--- src/rtl/cache_write_merge_ctrl.sv ---
// cache_write_merge_ctrl: write-combining buffer merging stores into one 128-bit line and draining it over valid/ready
module cache_write_merge_ctrl #(
  parameter int ADDR_W  = 32,
  parameter int TIMEOUT = 16
) (
  input  logic              clk,
  input  logic              rst,
  input  logic              p_req,
  input  logic [3:0]        p_w_en,
  input  logic [ADDR_W-1:0] p_addr,
  input  logic [31:0]       write_data,
  output logic              p_stall,
  input  logic              flush_req,
  output logic              buf_busy,
  input  logic [ADDR_W-1:0] rd_addr,
  output logic              rd_conflict,
  output logic              wb_valid,
  input  logic              wb_ready,
  output logic [ADDR_W-1:0] wb_addr,
  output logic [127:0]      wb_data,
  output logic [15:0]       wb_strb
);
  localparam int TW = $clog2(TIMEOUT) + 1;
  typedef enum logic [1:0] {EMPTY, MERGE, DRAIN} state_t;
  state_t state;
  logic [127:0]      line_q, md;
  logic [15:0]       strb_q, ps, ms;
  logic [ADDR_W-5:0] tag_q;
  logic [TW-1:0]     timer;
  logic              st_v, tag_hit, timeout;
  logic              unused_bits;
  assign unused_bits = ^{p_addr[1:0], rd_addr[3:0]};
  assign st_v    = p_req && (p_w_en != 4'b0);
  assign tag_hit = p_addr[ADDR_W-1:4] == tag_q;
  assign timeout = (TIMEOUT != 0) && (timer == TW'(TIMEOUT - 1));
  assign ps      = st_v ? (16'(p_w_en) << {p_addr[3:2], 2'b00}) : 16'h0;
  assign ms      = strb_q | ps;
  for (genvar b = 0; b < 16; b++) begin : g_lane
    assign md[8*b +: 8] = ps[b] ? write_data[8*(b%4) +: 8] : line_q[8*b +: 8];
  end
  assign p_stall     = st_v && (state == DRAIN || (state == MERGE && !tag_hit));
  assign buf_busy    = state != EMPTY;
  assign rd_conflict = (state != EMPTY) && (rd_addr[ADDR_W-1:4] == tag_q);
  assign wb_addr     = {tag_q, 4'b0};
  assign wb_data     = line_q;
  assign wb_strb     = strb_q;
  always_ff @(posedge clk or posedge rst) begin
    if (rst) begin
      state    <= EMPTY;
      line_q   <= '0;
      strb_q   <= '0;
      tag_q    <= '0;
      timer    <= '0;
      wb_valid <= 1'b0;
    end else begin
      case (state)
        EMPTY: if (st_v) begin
          tag_q  <= p_addr[ADDR_W-1:4];
          line_q <= md;
          strb_q <= ms;
          timer  <= '0;
          state    <= (flush_req || ms == 16'hFFFF) ? DRAIN : MERGE;
          wb_valid <= flush_req || ms == 16'hFFFF;
        end
        MERGE: if (st_v && !tag_hit) begin
          state    <= DRAIN;
          wb_valid <= 1'b1;
        end else begin
          if (st_v) begin
            line_q <= md;
            strb_q <= ms;
            timer  <= '0;
          end else if (timer != '1) begin
            timer <= timer + 1'b1;
          end
          // a same-cycle store is merged above before the drain is launched
          if (flush_req || ms == 16'hFFFF || (!st_v && timeout)) begin
            state    <= DRAIN;
            wb_valid <= 1'b1;
          end
        end
        default: if (wb_ready) begin
          line_q   <= '0;
          strb_q   <= '0;
          timer    <= '0;
          wb_valid <= 1'b0;
          state    <= EMPTY;
        end
      endcase
    end
  end
endmodule

--- config.mk ---
export PLATFORM = sky130hd
export DESIGN_NAME = cache_write_merge_ctrl
export DESIGN_NICKNAME = d
export VERILOG_FILES = /design/src/rtl/cache_write_merge_ctrl.sv
export SDC_FILE = /design/constraint.sdc
export NUM_CORES = 1
export LEC_CHECK = 0
export CAP_MARGIN = 20
export CORE_MARGIN = 8
export CORE_UTILIZATION = 57
export DETAILED_ROUTE_END_ITERATION = 8
export DONT_BUFFER_PORTS = 1
export PLACE_DENSITY_LB_ADDON = 0.2
export SLEW_MARGIN = 40
export SYNTH_ARGS = -nofsm -noshare
export SYNTH_HDL_FRONTEND = slang
export SYNTH_SLANG_ARGS = --single-unit
--- constraint.sdc ---
create_clock -name clk -period 6.9 [get_ports clk]
set_input_delay 2.07 -clock clk [delete_from_list [all_inputs] [get_ports clk]]
set_output_delay 2.07 -clock clk [all_outputs]
set_load 0.005 [all_outputs]
==> results.toml <==
[clock_network]
cts.htree.levels = 4
root_buffer = "clkbuf_16"
hold_buffers = 0
max-clock-path-buffers = 2
numCtsBuffers = 17
cts.clk_slew.worst_paths_ps = 70
clkLatencyLatePin_ps = 430
post_cts_buffers = 0
cts_tree = "done"
clock-sinks = 179
cts_resized = 0

[global_routing]
gr-total-overflow = 0
grt_util_all_layers_pct = 25.02
grt_pass1_vias = 6603
grt_pass1_wl_um = 39250
grt_antenna_before_repair = 0
grt_max_degree = 146

[critical_path]
critPathKind = "in -> out"
critPathArrivalTime_ps = 3280
rrSetupSlack_ps = 3730
crit_chain = "xor2_1 > nor4_1 > nand4_1 > o21ai_0 > a21oi_1"
slowest_delay_ps = 410
required_ps = 4830
worstPathMaxFanout = 4
cp-end-kind = "output pin"
cp_num_buf_inv = 0
crit_family = "simple AND/OR/NAND/NOR gates"
r2r-end = "wb_data[27]"
crit_path_start_kind = "input port"
rr_worst_depth = 9
cpMaxStageDelayCell = "nor4_1"
r2r_start = "wb_valid"

[placement]
place_inst = 914
place_hpwl_um = 18020
gp_congestion = 0.8401
io_buffers = 0

[worst_hold_path]
hold_end = "timer[3]"
min_from = "timer[3]"
hold_depth = 1
min_path_type = "reg -> reg"

[cells_and_area]
areaGrowthSynthToFinish_pct = 7.668
final_common_cell = "dfrtp_1"
final_cell_count_no_fill = 947
diodes = 0
final_nets = 854
drive_gt1_share_pct = 12.25
fill_cells = 1186
final_cell_mix = "178 x dfrtp_1, 65 x a22o_1, 51 x xor2_1"

[yosys]
synth_area_um2 = 8876
synthArstFlopShare_pct = 100.0
synth-seq-area-share_pct = 50.47
ys_warn_count = 0
postSynthCellCount = 778
synth.avg_cell_area_um2 = 11.41
synth_edf_count = 0
ys.flop_type = "dfrtp_1"
synth_cell_types = 61
synth_top_area_cell = "dfrtp_1"
synth_top_area_share_pct = 50.47
synth_seq_cells = 179
yosys-top-cells-area = "dfrtp_1 50%, a22o_1 6.4%, xor2_1 5.0%"

[floorplanning]
io_pins = 285
coreArea_um2 = 15200
num_rows = 45
die_y_um = 140.8
die_w_um = 140.8
die_area_um2 = 19820
initial_core_util_pct = 58.39

[route]
drtAntennaViolNets = 0
drc = 0
viasPerCell = 6.932
wl_per_cell_um = 26.46
drt_wl_total_um = 25050
first_iter_violations = 448
dr.pass1.iters = 7
num_vias = 6565

[power]
p_leak_nw = 4.172
ir_drop_uv = 196.4
power_density_nw_per_um2 = 397.3

[timing]
fmax_ghz = 0.1868
final-hold-violation-count = 0
fin_crit_sh_pct = 77.59
final_max_slew_viol_count = 0
worst_slew_pin_slew_ps = 726.0
clock_skew_ps = 11.41
fin_tns_setup_ps = 0
fin_crit_ps = 5354
rsz0062_at_grt = "false"
setup_viol = 0
relSlewSlack_pct = 51.60

[run_status]
status = "finished clean"

[run]
maxCapViolations = 0
## metal layers
metal	up-vias	track usage, %	wire [um]
li1	2881	-	-
met1	3327	30.28	9578
met2	314	39.10	11830
met3	43	10.60	3032
met4	0	9.502	612
met5	-	0	0
## sequential cells by signal, summed over array words and instances (netlist names)
name      flops
tag_q        28
timer         5
wb_data     128
state         1
wb_valid      1
wb_strb      16
## cells by family after synthesis
family / after synthesis / synth area share [%]
and+or+nand+nor: 187 / 14.08
buffers and inverters: 78 / 3.933
other: 1 / 0.04225
adders and majority gates: 3 / 0.4229
DFF: 179 / 50.47
muxes: 28 / 3.552
xor gates and xnor gates: 56 / 5.526
AOI/OAI and AO/OA: 246 / 21.98
## cell usage after synthesis (17+ instances only)
cell type and n:
dfrtp_1 179, a22o_1 65, xor2_1 51, nor2b_1 50
a41oi_1 39, o2bb2ai_1 38, clkbuf_1 37, mux2_2 28
o21ai_0 25, o211ai_1 23, nand3b_1 18, nand2b_1 17
nor4_1 17
## how the worst max path moves through the flow
| stage | startpoint | endpoint | cells past startpoint |
|---|---|---|---|
| floorplan | p_addr[18] | p_stall | 5 |
| global placement | p_addr[25] | p_stall | 5 |
| detailed placement | p_addr[25] | p_stall | 5 |
| CTS | p_addr[25] | p_stall | 5 |
| global route | p_addr[25] | p_stall | 5 |
| finish | p_addr[25] | p_stall | 5 |
## layout make-up
| cell class | count | area, um^2 | share of cell area, % |
|---|---|---|---|
| timing repair buffer | 9 | 107.6 | 1.126 |
| clock inverter | 15 | 166.4 | 1.741 |
| tap | 188 | 235.2 | 2.461 |
| multi-input combinational | 524 | 4079 | 42.68 |
| clock buffer | 17 | 425.4 | 4.451 |
| inverter | 15 | 60.06 | 0.6284 |
| sequential | 179 | 4483 | 46.91 |
## through the flow
stage	setup WS (ps)	cell area [um^2]	hold WS, ps	total power, mW	utilization, %
2_1_floorplan	1912	8891	444.3	2.523	-
3_3_place_gp	1570	8909	463.4	2.795	58.60
3_5_place_dp	1555	8937	495.5	2.856	58.79
4_1_cts	1552	9529	504.6	3.823	62.68
5_1_grt	1465	9557	519.4	4.019	62.86
6_report	1546	9557	507.4	3.796	62.86
## report_power, final
part	internal, mW	leakage [nW]	total (mW)	switching [mW]
clock network	0.515	0.293	0.961	0.446
registers	1.36	2.39	1.82	0.459
logic	0.473	1.49	1.02	0.545
total	2.35	4.17	3.80	1.45
Power figures use the tool's default switching activity.
